<file path="src/rtl/pma_classifier_pkg.sv">
// Shared PMA definitions: region base/mask constants, region and access-type codes,
// and the decoded response record carried through the classifier FIFO.
package pma_classifier_pkg;

  localparam int CFG_CPU_ADDR_BITS = 48;

  // A region hits when the address bits above its mask equal the base address.
  localparam logic [CFG_CPU_ADDR_BITS-1:0] CLINT_BAR  = 48'h0000_0200_0000;
  localparam logic [CFG_CPU_ADDR_BITS-1:0] CLINT_MASK = 48'h0000_0000_FFFF;
  localparam logic [CFG_CPU_ADDR_BITS-1:0] PLIC_BAR   = 48'h0000_0C00_0000;
  localparam logic [CFG_CPU_ADDR_BITS-1:0] PLIC_MASK  = 48'h0000_03FF_FFFF;
  localparam logic [CFG_CPU_ADDR_BITS-1:0] IO1_BAR    = 48'h0000_1000_0000;
  localparam logic [CFG_CPU_ADDR_BITS-1:0] IO1_MASK   = 48'h0000_000F_FFFF;

  localparam logic [1:0] REGION_MEM   = 2'd0;
  localparam logic [1:0] REGION_CLINT = 2'd1;
  localparam logic [1:0] REGION_PLIC  = 2'd2;
  localparam logic [1:0] REGION_IO1   = 2'd3;

  localparam logic [1:0] ACC_READ  = 2'd0;
  localparam logic [1:0] ACC_WRITE = 2'd1;
  localparam logic [1:0] ACC_EXEC  = 2'd2;
  localparam logic [1:0] ACC_RSRV  = 2'd3;

  typedef struct packed {
    logic [CFG_CPU_ADDR_BITS-1:0] addr;
    logic [1:0]                   region;
    logic                         cached;
    logic                         fault;
  } pma_resp_type;

  function automatic logic region_hit(input logic [CFG_CPU_ADDR_BITS-1:0] addr,
                                      input logic [CFG_CPU_ADDR_BITS-1:0] bar,
                                      input logic [CFG_CPU_ADDR_BITS-1:0] mask);
    return (addr & ~mask) == bar;
  endfunction

endpackage

</file>
<file path="src/rtl/pma_region_decode.sv">
// Combinational address/access-type decoder producing the PMA response record.
module pma_region_decode
  import pma_classifier_pkg::*;
(
  input  logic [CFG_CPU_ADDR_BITS-1:0] i_addr,
  input  logic [1:0]                   i_type,
  output pma_resp_type                 o_resp
);

  logic [1:0] w_region;

  // Regions are disjoint, so priority order only matters for resolving "no hit" to MEM.
  always_comb begin
    w_region = REGION_MEM;
    if (region_hit(i_addr, CLINT_BAR, CLINT_MASK)) begin
      w_region = REGION_CLINT;
    end else if (region_hit(i_addr, PLIC_BAR, PLIC_MASK)) begin
      w_region = REGION_PLIC;
    end else if (region_hit(i_addr, IO1_BAR, IO1_MASK)) begin
      w_region = REGION_IO1;
    end
  end

  always_comb begin
    o_resp.addr   = i_addr;
    o_resp.region = w_region;
    o_resp.cached = (w_region == REGION_MEM);
    o_resp.fault  = (i_type == ACC_RSRV) ||
                    ((i_type == ACC_EXEC) && (w_region != REGION_MEM));
  end

endmodule

</file>
<file path="src/rtl/pma_classifier.sv">
// Registered PMA stage: decodes each accepted request into a 2-entry response FIFO
// and keeps a saturating count of faulting requests for debug.
module pma_classifier
  import pma_classifier_pkg::*;
#(
  parameter int CNT_BITS = 16
) (
  input  logic                         i_clk,
  input  logic                         i_nrst,
  input  logic                         i_req_valid,
  output logic                         o_req_ready,
  input  logic [CFG_CPU_ADDR_BITS-1:0] i_req_addr,
  input  logic [1:0]                   i_req_type,
  output logic                         o_resp_valid,
  input  logic                         i_resp_ready,
  output logic [CFG_CPU_ADDR_BITS-1:0] o_resp_addr,
  output logic [1:0]                   o_resp_region,
  output logic                         o_resp_cached,
  output logic                         o_resp_fault,
  input  logic                         i_fault_clr,
  output logic [CNT_BITS-1:0]          o_fault_cnt
);

  logic [1:0]          r_count;
  logic                r_wr_ptr;
  logic                r_rd_ptr;
  pma_resp_type        r_mem [2];
  logic [CNT_BITS-1:0] r_fault_cnt;

  pma_resp_type w_dec;
  pma_resp_type w_head;
  logic         w_push;
  logic         w_pop;

  pma_region_decode u_decode (
    .i_addr (i_req_addr),
    .i_type (i_req_type),
    .o_resp (w_dec)
  );

  // Ready depends only on stored occupancy (and reset), never on the consumer side.
  assign o_req_ready  = i_nrst && (r_count < 2'd2);
  assign o_resp_valid = (r_count != 2'd0);
  assign w_push       = i_req_valid && o_req_ready;
  assign w_pop        = o_resp_valid && i_resp_ready;

  assign w_head        = r_mem[r_rd_ptr];
  assign o_resp_addr   = w_head.addr;
  assign o_resp_region = w_head.region;
  assign o_resp_cached = w_head.cached;
  assign o_resp_fault  = w_head.fault;
  assign o_fault_cnt   = r_fault_cnt;

  always_ff @(posedge i_clk or negedge i_nrst) begin
    if (!i_nrst) begin
      r_count  <= 2'd0;
      r_wr_ptr <= 1'b0;
      r_rd_ptr <= 1'b0;
      r_mem[0] <= '0;
      r_mem[1] <= '0;
    end else begin
      if (w_push) begin
        r_mem[r_wr_ptr] <= w_dec;
        r_wr_ptr        <= ~r_wr_ptr;
      end
      if (w_pop) begin
        r_rd_ptr <= ~r_rd_ptr;
      end
      case ({w_push, w_pop})
        2'b10:   r_count <= r_count + 2'd1;
        2'b01:   r_count <= r_count - 2'd1;
        default: r_count <= r_count;
      endcase
    end
  end

  // Clear wins over a coincident increment; the count sticks at all-ones.
  always_ff @(posedge i_clk or negedge i_nrst) begin
    if (!i_nrst) begin
      r_fault_cnt <= '0;
    end else if (i_fault_clr) begin
      r_fault_cnt <= '0;
    end else if (w_push && w_dec.fault && (r_fault_cnt != {CNT_BITS{1'b1}})) begin
      r_fault_cnt <= r_fault_cnt + 1'b1;
    end
  end

endmodule

</file>
<file path="config.mk">
export PLATFORM = sky130hd
export DESIGN_NAME = pma_classifier
export DESIGN_NICKNAME = d
export VERILOG_FILES = /design/src/rtl/pma_classifier_pkg.sv /design/src/rtl/pma_region_decode.sv /design/src/rtl/pma_classifier.sv
export SDC_FILE = /design/constraint.sdc
export NUM_CORES = 1
export LEC_CHECK = 0
export ABC_CLOCK_PERIOD_IN_PS = 4600
export BUFFER_PORTS_ARGS = -buffer_cell sky130_fd_sc_hd__buf_2
export CORE_UTILIZATION = 55
export CTS_CLUSTER_DIAMETER = 120
export DETAILED_ROUTE_END_ITERATION = 10
export GPL_TIMING_DRIVEN = 0
export PLACE_DENSITY = 0.9
export SETUP_SLACK_MARGIN = 0.15
export SYNTH_ARGS = -nofsm -noshare
export SYNTH_HDL_FRONTEND = slang
export SYNTH_SLANG_ARGS = --single-unit
</file>
<file path="constraint.sdc">
create_clock -name i_clk -period 4.6 [get_ports i_clk]
set_input_delay 0.92 -clock i_clk [delete_from_list [all_inputs] [get_ports i_clk]]
set_output_delay 0.92 -clock i_clk [all_outputs]
set_load 0.02 [all_outputs]
</file>
==> results of run 1 <==
[layer usage]
layer / up-vias / part of all wire (%) / track usage [%]
li1: 1877 / - / -
met1: 2072 / 41 / 30.81
met2: 155 / 52 / 43.33
met3: 29 / 5.2 / 7.673
met4: 0 / 2.0 / 10.00
met5: - / 0 / 0
[worst paths after layout]
kind,endpoint,slack [ns],depth (start not counted)
max reg2reg,o_fault_cnt[10],1.95,7
min,r_mem[77],0.40,1
min reg2reg,r_mem[0],0.48,2
max in group asynchronous,r_mem[41],3.51,2
max,r_mem[68],1.13,9
min in group i_clk,r_mem[0],0.48,2
[report_power, final]
| part | internal, mW | switching, mW | total, mW |
|---|---|---|---|
| logic | 0.968 | 1.03 | 2.00 |
| registers | 1.55 | 0.236 | 1.79 |
| clock network | 0.802 | 0.449 | 1.25 |
[worst reg2reg max path, cell delays in order, from the launching register on]
cell and delay [ns]:
dfrtp_1 0.41, ha_1 0.21, and3_1 0.23, nand3_1 0.20, nor3_1 0.70, buf_2 0.36, nor4_1 0.12, mux2_2 0.30
[synth_stat cells, drive strengths merged]
| master | count |
|---|---|
| ha | 2 |
| nor2b | 10 |
| o311a | 3 |
| a41oi | 1 |
| or4 | 7 |
| o211ai | 1 |
| a21oi | 6 |
| o31ai | 4 |
| a41o | 1 |
| o21ai | 4 |
| nand4 | 6 |
| inv | 4 |
| nor4 | 9 |
| nand2b | 2 |
| nor2 | 18 |
| mux2 | 161 |
| nand2 | 12 |
| clkbuf | 16 |
| and3 | 4 |
| or3 | 1 |
| buf | 7 |
| and2 | 4 |
| o41ai | 2 |
| a31o | 2 |
| o311ai | 2 |
| xnor2 | 3 |
| nand3 | 3 |
| or2 | 3 |
| dfrtp | 124 |
| xor2 | 2 |
| nand3b | 2 |
| and4 | 2 |
| nor3 | 6 |
[kinds of logic (layout without fill, tap and decap cells)]
kind of cell,count (synthesis),after routing
AO/OA/AOI/OAI,26,26
XOR/XNOR,5,5
adder cells (fa/ha/maj),2,2
buffers and inverters,27,181
flip-flops,124,124
multiplexers,161,161
other,0,1
AND/OR/NAND/NOR,89,89
[state kept, by name (all words and copies together), names as in the netlist]
signal	cells
r_mem	104
r_rd_ptr	1
r_count	2
r_wr_ptr	1
o_fault_cnt	16
[final cells by class]
class                   instances  area share (%)
flip-flops and latches        124           43.31
multi-input cells             283           35.94
repair buffers                125           9.134
clock buffers                  22           6.462
well taps                     136           2.375
clock inverters                 7           1.275
plain buffers                  23           1.257
inverters                       4          0.2096
diodes                          1         0.03493
[layout by cell type (no fill, tap or decap), types with 6 or more instances in the layout]
master,n
a21oi_1,6
buf_2,126
clkbuf_1,18
clkbuf_16,16
dfrtp_1,124
mux2_2,161
nand2_1,12
nand4_1,6
nor2_1,18
nor2b_1,10
nor3_1,6
nor4_1,8
or4_1,6
[metrics by stage]
stage	utilization, %	hold slack [ns]	setup WS, ns
2_1_floorplan	-	0.4444	1.787
4_1_cts	69.69	0.3965	1.058
3_5_place_dp	64.29	0.4691	0.5373
5_1_grt	69.71	0.4270	0.7999
3_3_place_gp	63.96	0.4577	-0.6469
6_report	69.71	0.3954	1.130
==> reports/metrics.cfg, run 1 <==
[cts]
cts.sinks=124
root_buffer=clkbuf_8
hold_buffers=0
post-cts-setup-buffers=0
clockBufferDepth=2
ctsResizeCount=0
clock_latency_ns=0.51
htree_levels=4
clkTransAtPathRegs_ns=0.05
cts_tree=built
numCtsBuffers=17

[timing]
finalCritPeriodShare_pct=75.43
tightest_slew_ns=0.7718
fin_skew_ns=0.005673
hold_violations=0
fmax_mhz=288.2
slew_headroom_pct=48.15
setup_violations=0
fin_crit_ns=3.470
rsz0062_at_grt=false
setup_tns_ns=0
slew_violations=0

[logic_synthesis]
synth_top_cell_area_share_pct=53.66
synth_simple_gate_area_share_pct=8.589
synth_compound_area_share_pct=3.397
synth-seq-cells=124
postSynthCellCount=434
synthAdderAreaFrac_pct=0.4327
ys_seq_area_share_pct=53.66
synth_top_family_by_area=multiplexers
synthMuxAreaShare_pct=31.35
ys_top_cells_by_area=dfrtp_1, mux2_2, nor2_1
synthesis.nets=491
yosys_warnings=0
synth-xor-area-share_pct=0.7572
yosysTopAreaCell=dfrtp_1
syn_area_sq_mm=0.005783
avgSynthCellArea_sq_um=13.32
ys_types=38

[routing]
drc=0
vias_per_cell=5.701
routedWlPerCell_um=18.41
postRouteAntennaNets=0
first_pass_iters=4
routed_wl_mm=13.35
num_vias=4133
drt_iter0_drc=158

[critical_path]
crit_start=i_nrst
path_cells=buf_6, buf_16, nor2b_1, and2_1, buf_2, inv_2, nor2_1, clkbuf_1, mux2_2
reg2reg_from=o_fault_cnt[1]
end_kind=register
crit_arrival_ns=3.87
critical_path_class=in2reg
cp_max_fo=64
cp.required_ns=5.00
path_delay_family=buffers and inverters
slowest_stage=clkbuf_1
startpoint_type=input port
crit_buf_inv=5
cp_slowest_stage_delay_ns=0.56

[placed_design]
io_buffers=124
gp_congestion=0.8554
dp_hpwl_mm=9.112
placed_area_sq_mm=0.006608
dp_cells=695

[final_layout]
multi_input_area_sq_mm=0.002575
layout-drive-gt1-share_pct=55.27
fillCellCount=731
fin_area_sq_mm=0.007164
seq_area_sq_mm=0.003103
areaGrowthSynthToFinish_pct=23.89
fin_cells=725
fin_nets=635

[outcome]
status=finished, final reports clean

[power_and_ir_drop]
leakagePower_nw=3.298
finalPower_mw=5.043
ir_drop_mv=0.4007
power.density_mw_per_mm2=703.8

[floorplanning]
dieArea_sq_mm=0.01093
start_util_pct=56.27
die_y_um=104.5
rows=37
pin_count=125
die_w_um=104.5
core_area_sq_mm=0.01028

[grt]
antenna_found_initial=1
grt_usage_pct=25.66
grt_pass1_vias=4318
grt_max_degree=65
grt_pass1_wl_mm=21.55
grt_overflow=0

[job]
drv_cap=0

[worst_hold_path]
hold_path_class=in2async

(Power assumes the default switching activity.)
==> run 2: changes to the inputs <==
--- a/config.mk
+++ b/config.mk
@@ -5,13 +5,13 @@
 export SDC_FILE = /design/constraint.sdc
 export NUM_CORES = 1
 export LEC_CHECK = 0
-export ABC_CLOCK_PERIOD_IN_PS = 4600
+export ABC_CLOCK_PERIOD_IN_PS = 3000
 export BUFFER_PORTS_ARGS = -buffer_cell sky130_fd_sc_hd__buf_2
-export CORE_UTILIZATION = 55
+export CORE_UTILIZATION = 49
 export CTS_CLUSTER_DIAMETER = 120
 export DETAILED_ROUTE_END_ITERATION = 10
 export GPL_TIMING_DRIVEN = 0
-export PLACE_DENSITY = 0.9
+export PLACE_DENSITY = 0.85
 export SETUP_SLACK_MARGIN = 0.15
 export SYNTH_ARGS = -nofsm -noshare
 export SYNTH_HDL_FRONTEND = slang
==> constraint.sdc (replaced) <==
create_clock -name i_clk -period 3 [get_ports i_clk]
set_input_delay 0.6 -clock i_clk [delete_from_list [all_inputs] [get_ports i_clk]]
set_output_delay 0.6 -clock i_clk [all_outputs]
set_load 0.02 [all_outputs]
==> run 2 against run 1 <==
  * Clock power rose by 54%
  * Setup slack worse by 0.87 ns
  * Clock skew is 0.0016 ns higher
  * Critical path type is now reg2out
  * Sequential cell count is the same
  * Critical path depth is 5 lower
  * Final area is 0.82% higher
  * Sequential power is 53% higher
  * Die area increased by 12%
==> reports/metrics.cfg, run 2 (synthesis gave the netlist of run 1 again) <==
[final_layout]
fin_nets=636  ; was 635
largest_reg_flops=104  ; unchanged
seq_area_sq_mm=0.003103  ; unchanged
fin_cells=734  ; was 725
layout-drive-gt1-share_pct=56.85  ; was 55.27%
n_antenna_cell=0  ; was 1
multi_input_area_sq_mm=0.002577  ; was 0.002575 sq mm
final_cell_mix=mux2_2, buf_2, dfrtp_1  ; unchanged
final_common_cell=mux2_2  ; unchanged
fillCellCount=894  ; was 731
areaGrowthSynthToFinish_pct=24.90  ; was 23.89%
largest_register=r_mem  ; unchanged

[cts]
root_buffer=clkbuf_16  ; was clkbuf_8
post-cts-setup-buffers=0  ; unchanged
cts.sinks=124  ; unchanged
htree_levels=4  ; unchanged
clock_latency_ns=0.42  ; was 0.51 ns
cts_tree=built  ; unchanged
numCtsBuffers=17  ; unchanged
clkTransAtPathRegs_ns=0.05  ; about the same
clockBufferDepth=2  ; unchanged

[floorplanning]
die_w_um=110.6  ; was 104.5 um
core_area_sq_mm=0.01147  ; was 0.01028 sq mm
dieArea_sq_mm=0.01224  ; was 0.01093 sq mm
die_y_um=110.6  ; was 104.5 um
rows=39  ; was 37
start_util_pct=50.43  ; was 56.27%
pin_count=125  ; unchanged

[placed_design]
dp_cells=702  ; was 695
dpl_worst_slack_ns=-0.7709  ; was 0.5373 ns
gp_congestion=0.9017  ; was 0.8554
dp_hpwl_mm=9.223  ; was 9.112 mm
io_buffers=124  ; unchanged

[grt]
grt_pass1_wl_mm=21.93  ; was 21.55 mm
use_met2_pct=37.72  ; was 43.33%
grt_use_met3_pct=5.653  ; was 7.673%
grt_max_degree=46  ; was 65
grt_overflow=0  ; unchanged
antenna_found_initial=0  ; was 1
grt_pass1_vias=4394  ; was 4318
grt_usage_pct=22.91  ; was 25.66%
met1_usage_pct=27.98  ; was 30.81%
busiest_layer=met2  ; unchanged

[power_and_ir_drop]
pwr-share-comb_pct=39.9  ; was 39.7%
clkPwrFrac_pct=24.8  ; about the same
swShare_pct=34.09  ; was 34.10%
leakagePower_nw=3.348  ; was 3.298 nW
power.internal_mw=5.098  ; was 3.323 mW
switchingPower_mw=2.636  ; was 1.719 mW
power.density_mw_per_mm2=1071  ; was 703.8 mW/mm^2
ir_drop_mv=0.7105  ; was 0.4007 mV
seqPwrFrac_pct=35.3  ; was 35.5%

[timing]
setup_tns_ns=0  ; unchanged
fin_crit_ns=2.745
finalCritPeriodShare_pct=91.48
hold_violations=0  ; unchanged
slew_headroom_pct=55.27  ; was 48.15%
slew_violations=0  ; unchanged
rsz0062_at_grt=true  ; was false
setup_violations=0  ; unchanged
holdWs_ns=0.06560  ; was 0.3954 ns
fin_skew_ns=0.007284  ; was 0.005673 ns
worst_slack_ns=0.2555  ; was 1.130 ns
tightest_slew_ns=0.6659  ; was 0.7718 ns
fmax_mhz=364.4

[outcome]
status=finished, final reports clean  ; unchanged

[critical_path]
cp_max_fo=10  ; was 64
startpoint_type=register  ; was input port
cp_slowest_stage_delay_ns=0.52  ; was 0.56 ns
path_cells=clkbuf_1, buf_1, mux2_2, buf_2  ; was buf_6, buf_16, nor2b_1, and2_1, buf_2, inv_2, nor2_1, clkbuf_1, mux2_2
crit_arrival_ns=2.14  ; was 3.87 ns
critical_path_class=reg2out  ; was in2reg
end_kind=primary output  ; was register
slowest_stage=buf_1  ; was clkbuf_1
cp.required_ns=2.40  ; was 5.00 ns

[routing]
drc=0  ; unchanged
vias_per_cell=5.669  ; was 5.701
routed_wl_mm=13.39  ; was 13.35 mm
first_pass_iters=4  ; unchanged
drt_iter0_drc=187  ; was 158
postRouteAntennaNets=0  ; unchanged
num_vias=4161  ; was 4133
routedWlPerCell_um=18.24  ; was 18.41 um

[job]
drv_cap=0  ; unchanged

[worst_hold_path]
hold_path_class=in2async  ; unchanged

[run 2: cell types whose count changed in the layout (fill, tap and decap cells not counted)]
| cell | before | now |
|---|---|---|
| nor2_2 | 0 | 1 |
| clkbuf_2 | 0 | 9 |
| buf_6 | 1 | 0 |
| bufbuf_16 | 0 | 1 |
| diode_2 | 1 | 0 |
| nor2_1 | 18 | 17 |
| clkbuf_1 | 18 | 14 |
| buf_1 | 4 | 1 |
| buf_8 | 0 | 1 |
| bufinv_16 | 2 | 1 |
| clkbuf_16 | 16 | 17 |
[run 2: per-stage QoR]
stage | utilization, % | cell area, sq um | power, mW
floorplan | - | 5783 | 4.891
global placement | 57.40 | 6583 | 5.666
detailed placement | 57.70 | 6616 | 5.830
CTS | 62.91 | 7214 | 7.793
global route | 62.99 | 7223 | 8.130
finish | 62.99 | 7223 | 7.734
[run 2: timing repair]
action,CTS,global route
gates resized for setup,6,7
cloned,1,0
endpoints found under the setup margin,49,82
hold buffers,0,0
[run 2: power groups by stage]
stage          logic (mW)  clock network [mW]  registers (mW)
6_report             3.09                1.92            2.73
3_3_place_gp         2.99                   0            2.67
4_1_cts              3.12                1.94            2.73
5_1_grt              3.29                2.03            2.81
3_5_place_dp         3.08                   0            2.75
2_1_floorplan        2.27                   0            2.63
[run 2: cell type report]
cell class,instances,area share [%]
inverter,4,0.2079
multi-input combinational,283,35.68
clock inverter,6,0.8488
buffer,23,1.403
clock buffer,25,6.860
tap,143,2.477
timing repair buffer,126,9.562
sequential,124,42.96
[run 2: critical path: cells and delay by family (launching register included)]
family	cells	cell delay, ns
mux	1	0.41
flops	1	0.31
buf+inv	3	1.00
[run 2: routing by layer]
layer	wire (um)	vias up
met5	0	-
met4	425	0
met3	654	36
met2	6575	161
met1	5732	2085
li1	-	1879
[run 2: final timing paths]
check | startpoint | end | slack, ns | cells past startpoint
worst min-delay path | i_nrst | o_fault_cnt[7] | 0.07 | 1
worst max register to register | o_fault_cnt[0] | o_fault_cnt[10] | 0.54 | 7
min in group i_clk | i_req_addr[7] | r_mem[11] | 0.43 | 2
worst max-delay path | r_rd_ptr | o_resp_addr[16] | 0.26 | 4
worst min register to register | r_mem[1] | r_mem[1] | 0.50 | 2
max in group asynchronous | i_nrst | o_fault_cnt[6] | 2.22 | 2
